$ cat src/rtl/irq_pkg.sv
// Shared types and helpers for the interrupt request latch that fronts the
// 8:3 priority encoder.
package irq_pkg;

  localparam int NUM_SOURCES = 8;
  localparam int ID_W        = 3;

  typedef logic [NUM_SOURCES-1:0] src_vec_t;

  typedef struct packed {
    logic            valid;
    logic [ID_W-1:0] index;
  } highest_t;

  // Ascending scan so the last hit seen is the highest-priority set bit.
  function automatic highest_t highest_set(input src_vec_t vec);
    highest_t result;
    result = '0;
    for (int i = 0; i < NUM_SOURCES; i++) begin
      if (vec[i]) begin
        result.valid = 1'b1;
        result.index = ID_W'(i);
      end
    end
    return result;
  endfunction

endpackage

$ cat src/rtl/request_synchronizer.sv
// Plain multi-flop synchroniser chain for a bus of independent async lines.
module request_synchronizer #(
  parameter int WIDTH = 8,
  parameter int DEPTH = 2
) (
  input  logic             clk,
  input  logic             rst_n,
  input  logic [WIDTH-1:0] raw,
  output logic [WIDTH-1:0] synced
);

  logic [WIDTH-1:0] stages [DEPTH];

  always_ff @(posedge clk or negedge rst_n) begin
    if (!rst_n) begin
      for (int i = 0; i < DEPTH; i++) stages[i] <= '0;
    end else begin
      stages[0] <= raw;
      for (int i = 1; i < DEPTH; i++) stages[i] <= stages[i-1];
    end
  end

  assign synced = stages[DEPTH-1];

endmodule

$ cat src/rtl/interrupt_request_latch_8.sv
// Request latch, mask and in-service threshold feeding the 8:3 priority
// encoder; the encoder's result comes back as the acknowledge ID.
module interrupt_request_latch_8
  import irq_pkg::*;
#(
  parameter int              SYNC_STAGES = 2,
  parameter logic [7:0]      EDGE_MODE   = 8'hFF,
  parameter logic [7:0]      MASK_RESET  = 8'hFF
) (
  input  logic            Clock_In,
  input  logic            Reset_N_In,
  input  logic [7:0]      Request_In,
  input  logic            Mask_Write_In,
  input  logic [7:0]      Mask_Data_In,
  input  logic            Ack_In,
  input  logic [ID_W-1:0] Ack_Id_In,
  input  logic            Eoi_In,
  input  logic [ID_W-1:0] Eoi_Id_In,
  output logic [7:0]      Request_Vector_Out,
  output logic            Interrupt_Out,
  output logic [7:0]      Mask_Out,
  output logic [7:0]      In_Service_Out
);

  src_vec_t sync_req, prev_req, pending, in_service, mask;
  src_vec_t set_vec, ack_clr, eoi_clr, above_thresh;
  logic     ack_hit;
  highest_t top_isr;

  request_synchronizer #(.WIDTH(NUM_SOURCES), .DEPTH(SYNC_STAGES)) sync_chain (
    .clk    (Clock_In),
    .rst_n  (Reset_N_In),
    .raw    (Request_In),
    .synced (sync_req)
  );

  // Level sources stop re-requesting while their handler is in service.
  always_comb begin
    set_vec = (EDGE_MODE & sync_req & ~prev_req) | (~EDGE_MODE & sync_req & ~in_service);
    ack_hit = Ack_In & pending[Ack_Id_In] & ~mask[Ack_Id_In];
    ack_clr = '0;
    if (ack_hit) ack_clr[Ack_Id_In] = 1'b1;
    eoi_clr = '0;
    if (Eoi_In) eoi_clr[Eoi_Id_In] = 1'b1;
  end

  always_ff @(posedge Clock_In or negedge Reset_N_In) begin
    if (!Reset_N_In) begin
      prev_req   <= '0;
      pending    <= '0;
      in_service <= '0;
      mask       <= MASK_RESET;
    end else begin
      prev_req   <= sync_req;
      pending    <= (pending & ~ack_clr) | set_vec;
      in_service <= (in_service & ~eoi_clr) | ack_clr;
      if (Mask_Write_In) mask <= Mask_Data_In;
    end
  end

  // Only sources strictly above the highest in-service level may interrupt.
  always_comb begin
    top_isr = highest_set(in_service);
    above_thresh = '0;
    for (int i = 0; i < NUM_SOURCES; i++) begin
      above_thresh[i] = ~top_isr.valid | (i > int'(top_isr.index));
    end
  end

  assign Request_Vector_Out = pending & ~mask & above_thresh;
  assign Interrupt_Out      = |Request_Vector_Out;
  assign Mask_Out           = mask;
  assign In_Service_Out     = in_service;

endmodule

$ cat config.mk
export PLATFORM = sky130hd
export DESIGN_NAME = interrupt_request_latch_8
export DESIGN_NICKNAME = d
export VERILOG_FILES = /design/src/rtl/irq_pkg.sv /design/src/rtl/request_synchronizer.sv /design/src/rtl/interrupt_request_latch_8.sv
export SDC_FILE = /design/constraint.sdc
export NUM_CORES = 1
export LEC_CHECK = 0
export ABC_AREA = 1
export BUFFER_PORTS_ARGS = -buffer_cell sky130_fd_sc_hd__buf_2
export CAP_MARGIN = 20
export CORE_ASPECT_RATIO = 1.2
export CORE_MARGIN = 2
export CORE_UTILIZATION = 52
export CTS_CLUSTER_SIZE = 10
export DETAILED_ROUTE_END_ITERATION = 8
export PLACE_DENSITY = 0.8
export SYNTH_ARGS = -nofsm -noshare
export SYNTH_HDL_FRONTEND = slang
export SYNTH_SLANG_ARGS = --single-unit
$ cat constraint.sdc
create_clock -name Clock_In -period 1.65 [get_ports Clock_In]
set_input_delay 0.0825 -clock Clock_In [delete_from_list [all_inputs] [get_ports Clock_In]]
set_output_delay 0.0825 -clock Clock_In [all_outputs]
set_load 0.03 [all_outputs]
### Word level (Yosys, flattened, before mapping)

Index checks and enable logic that the tools add are counted.

* output and inout port bits: 25
* register bits after elaboration: 48
* input port bits: 27

* $lt $le $gt $ge: 11
* bitwise gates (word level): 22
* multiplexer cells: 18
* reduce and logical (&&, ||, !) cells: 3

Operator list (number)
* $and 8x8->8: 5
* $mux 4: 8
* $not 8->8: 4
* $mux 8: 2
* $or 8x8->8: 2
* $gt 3x3->1 const A: 4
* $lt 3x4->1 const B: 2
* $reduce_or 8->1: 1
* $or 1x1->1: 7
* $bmux 1 s3: 2
* $demux 1 s3: 2
* $ge 3x1->1 const B: 2
* $gt 2x3->1 const A: 2
* $mux 1: 4
* $gt 1x3->1 const A: 1
* $and 1x1->1: 2
* $logic_and 1x1->1: 2
* $not 1->1: 2

### Logic depth before layout (Yosys ltp)

* depth in word-level cells: 12
* mapped depth: 11

### Modules after synthesis

A second synthesis with hierarchy kept.

* cell total of the unflattened synthesis: 237
* area, all modules: 2112.0 sq um

Modules (own cells, without submodules)
* interrupt_request_latch_8: area an instance 1651.6 sq um, cells each 213, times used 1
* request_synchronizer: area an instance 460.4 sq um, cells each 24, times used 1

### Least setup slack after synthesis

No wires, ideal clock.

* kind: register to output
* from: reg in_service[6], in the netlist In_Service_Out[6]
* to: out Interrupt_Out
* cell stages (with the launch flop): 8
* arrival time: 1.596 ns
* path slack: -0.028 ns
* cells stage by stage: dfrtp_1 nor2_1 nand2_1 nor2_1 nor2_1 nand3_1 nor2_1 nand3_1

* longest elaborated chain between the ends: 6

RTL lines
* from (decl): RTL line interrupt_request_latch_8.sv:25 `src_vec_t sync_req, prev_req, pending, in_service, mask;`
* from (signal assigned): RTL line interrupt_request_latch_8.sv:56 `in_service <= (in_service & ~eoi_clr) | ack_clr;`
* $mux 4 * (2 in a row): RTL line irq_pkg.sv:20 `if (vec[i]) begin`
* $gt 3x3->1 / $not 1->1 (equally long branches): RTL line interrupt_request_latch_8.sv:66 `above_thresh[i] = ~top_isr.valid | (i > int'(top_isr.index));`
* $or 1x1->1 *: RTL line interrupt_request_latch_8.sv:66
* $and 8x8->8 *: RTL line interrupt_request_latch_8.sv:70 `assign Request_Vector_Out = pending & ~mask & above_thresh;`
* named net Request_Vector_Out[6]: RTL line interrupt_request_latch_8.sv:19 `output logic [7:0] Request_Vector_Out,`
* $reduce_or 8->1 *: RTL line interrupt_request_latch_8.sv:71 `assign Interrupt_Out = |Request_Vector_Out;`
* to (decl): RTL line interrupt_request_latch_8.sv:20 `output logic Interrupt_Out,`

The timed path passes the listed nets; every way through them passes the cells marked *.

### Worst setup path after layout

* from: reg in_service[7], in the netlist In_Service_Out[7]
* to: out Interrupt_Out

* longest elaborated chain between the ends: 5

RTL lines (RTL line)
* $mux 4 *: irq_pkg.sv:20
* $gt 1x3->1 (tied with other cells): interrupt_request_latch_8.sv:66
* $or 1x1->1: interrupt_request_latch_8.sv:66
* $and 8x8->8 *: interrupt_request_latch_8.sv:70
* $reduce_or 8->1 *: interrupt_request_latch_8.sv:71

Every way passes the cells marked *; elsewhere a longest branch is shown, timed or not.

==> summary.md <==
| Metric | Value |
|---|---|
| Status | `finished clean` |
| Pre-Repair DR Iteration Count | `4` |
| Adder-cell area share of the yosys netlist | `0` |
| Final WS setup | `0.0146 ns` |
| Vias | `1,746` |
| Cell mode on critical path | `nand3_2` |
| Routed wire per std cell | `12.4 um` |
| Place WS | `0.187 ns` |
| Clk buf depth | `2` |
| Critical Path Slowest Stage Cell | `dfrtp_1` |
| R2r startpoint | `Mask_Out[7]` |
| Ant diodes | `0` |
| Post-route DRC | `0` |
| Post-synthesis xor/xnor area fraction | `0` |
| Reg2Reg Capture Point | `pending[7]` |
| Hold Slack | `0.00648 ns` |
| Final Hold Violating Endpoints | `0` |
| Die boundary height | `73.0 um` |
| Routability cong. | `0.901` |
| Critical Path Start Type | `register` |
| Fmax | `611 MHz` |
| Setup_tns | `0 ns` |
| DP HPWL | `3060 um` |
| Lkg Pwr | `1.46 nW` |
| Area growth syn-to-layout | `30.1%` |
| Unrepaired setup endpoints after global routing | `true` |
| Top Ports | `52` |
| Core area | `0.00388 sq mm` |
| Beginning of the worst hold path | `Mask_Data_In[0]` |
| Final setup fails | `0` |
| Grt ovf | `0` |
| Clk_lat worst skew | `0.30 ns` |
| Slew Limit Headroom | `0.608` |
| Setup crit start | `In_Service_Out[7]` |
| Worst VDD drop | `0.676 mV` |
| Initial antenna violation count | `0` |
| Vias in the first global route | `1,580` |
| Multiplexer share of the synthesized area | `0.00546` |
| Worst reg2reg path depth | `7` |
| Yosys reg bits | `48` |
| Initial core utilization | `0.531` |
| Worst Hold End | `Mask_Out[0]` |
| Synth area leaders | `dfrtp_1, nand2_1, dfstp_2` |
| Pwr dens | `1120 mW/mm^2` |
| Share of the synthesized area in the top cell type | `0.486` |
| Vias per Instance | `4.90` |
| Crit path arrival time | `1.55 ns` |
| Layout Utilization | `0.691` |
| Total track usage | `0.214` |
| Post-synth top area cell | `dfrtp_1` |
| # clock sinks | `48` |
| ANT nets after route | `0` |
| Largest net degree at the start of global routing | `49` |
| Max-cap violations | `0` |
| Tcrit/Tclk final | `0.991` |
| H-tree levels | `2` |
| Simple logic cell fraction of the synthesized area | `0.265` |
| Max Slew Vio Count | `0` |
| Port Buffer Count | `51` |
| First-pass GRT wire length | `7050 um` |
| WS Path Type | `reg -> out` |
| Nets@finish | `328` |
| Initial DRC count | `110` |
| HP Class | `in -> reg` |
| Crit path cell chain | `inv_1 > nand3_2 > inv_1 > nand3_1 > nand3_2 > nor2_2 > nand3_2 > buf_6` |
| Min Tclk post-route | `1.64 ns` |
| Routed wire length | `4430 um` |
| Clock Skews | `0.00438 ns` |
| Die span in x | `61.5 um` |
| Post-Syn Area per Cell | `9.08 sq um` |
| Filler instances | `325` |
| R2R Setup Slk | `0.22 ns` |
| Synth unique cells | `22` |
| Cells on Worst Hold Path | `3` |
| Clk pin slew, worst setup/hold paths | `0.09 ns` |
| Least-Margin Pin Slew | `0.588 ns` |
| Root buf cell | `clkbuf_8` |
| Critical path capture point type | `output pin` |
| Row count | `25` |
| Yosys warns | `0` |
| WP data required | `1.57 ns` |
| Crit Path Max Fanout | `4` |
| Post-synth net total | `254` |
| Register area share after synthesis | `0.588` |
| Layout cells sized above 1 | `0.334` |
| TritonCTS clock tree | `done` |
| Largest family of logic cells by synthesized area | `simple AND/OR/NAND/NOR gates` |
| Die area | `0.00448 sq mm` |
| CTS Buf Count | `5` |
| Post-Syn Area | `0.00206 sq mm` |
| Critical Path Max Stage Delay | `0.42 ns` |
| Mapped Cells | `227` |
| Compound-Gate Fraction of Synth Area | `0.0516` |
[stage by stage]
stage	std cells	power (W)	instance area (sq um)
after floorplan	227	0.00189	2060
after global placement	328	0.00211	2340
after detailed placement	328	0.00213	2340
after CTS	355	0.00296	2650
after global routing	356	0.00314	2680
final	356	0.00299	2680
[critical path: cells and delay by family, from the launching register on]
family / cells / cell delay (ns)
AND/OR/NAND/NOR: 5 / 0.55
buffers and inverters: 3 / 0.27
flip-flops: 1 / 0.42
[how the worst max path moves through the flow]
| stage | slack [ns] | end | depth (start not counted) |
|---|---|---|---|
| after floorplan | 0.1 | Interrupt_Out | 5 |
| after global placement | 0.24 | Interrupt_Out | 7 |
| after detailed placement | 0.19 | Interrupt_Out | 7 |
| after CTS | 0.0001 | Interrupt_Out | 8 |
| after global routing | -0.06 | Interrupt_Out | 8 |
| final | 0.01 | Interrupt_Out | 8 |
[placed cells by master (no fill, tap or decap), types with 4 or more instances in the layout]
| cell type | count |
|---|---|
| nand4_1 | 15 |
| nand2_1 | 73 |
| buf_4 | 7 |
| clkbuf_8 | 6 |
| inv_2 | 4 |
| dfrtp_1 | 40 |
| buf_2 | 48 |
| nand2_2 | 4 |
| nand3_2 | 5 |
| nor2_2 | 5 |
| dfstp_2 | 8 |
| o21ai_0 | 15 |
| inv_1 | 31 |
| nor3_1 | 5 |
| dlygate4sd3_1 | 14 |
[cells by family after synthesis]
group	after synthesis
AOI/OAI and AO/OA	19
buffers and inverters	41
DFF	48
muxes	1
and+or+nand+nor	118
[cell usage after synthesis]
| library cell | count |
|---|---|
| nand2_2 | 3 |
| nor2_4 | 1 |
| buf_6 | 4 |
| nand4_1 | 15 |
| nand3_1 | 6 |
| dfstp_2 | 8 |
| nor2_1 | 9 |
| or2_2 | 1 |
| inv_4 | 1 |
| clkbuf_1 | 1 |
| mux2_2 | 1 |
| o21ai_0 | 17 |
| a21oi_1 | 1 |
| nor3_4 | 1 |
| nor3_1 | 5 |
| nand3_2 | 2 |
| dfrtp_1 | 40 |
| inv_1 | 32 |
| inv_2 | 3 |
| nand2_1 | 74 |
| a21oi_4 | 1 |
| nand4_2 | 1 |
[sequential cells by signal, indices dropped and copies added (netlist names)]
name               flops
In_Service_Out         8
Mask_Out               8
pending                8
prev_req               8
sync_chain.stages      8
sync_chain.synced      8
[power by group]
part           internal [W]  total, W  switching (W)
Sequential          0.00129   0.00137      0.0000810
Clock              0.000339  0.000732       0.000393
Combinational      0.000304  0.000887       0.000583
Total               0.00193   0.00299        0.00106
[layer usage]
metal,track usage,routed length [um],vias to the layer above,share of wire
li1,-,-,860,-
met1,0.285,1900,811,0.43
met2,0.338,2170,64,0.49
met3,0.0426,239,11,0.054
met4,0.0969,129,0,0.029
met5,0,0,-,0
[final cells by class]
class	count	area [sq um]	area share
clock inverters	2	15.0	0.00560
multi-input cells	138	707	0.264
clock buffers	6	82.6	0.0308
flip-flops and latches	48	1210	0.452
inverters	36	138	0.0514
repair buffers	72	459	0.171
well taps	54	67.6	0.0252
[timing repair]
item,4_1_cts,5_1_grt
gates resized for setup,9,10
endpoints found under the hold margin,53,0
setup endpoints to repair,5,2
buffers inserted,5,1
pin swaps,4,4
hold buffers,14,0
Power figures use the tool's default switching activity.
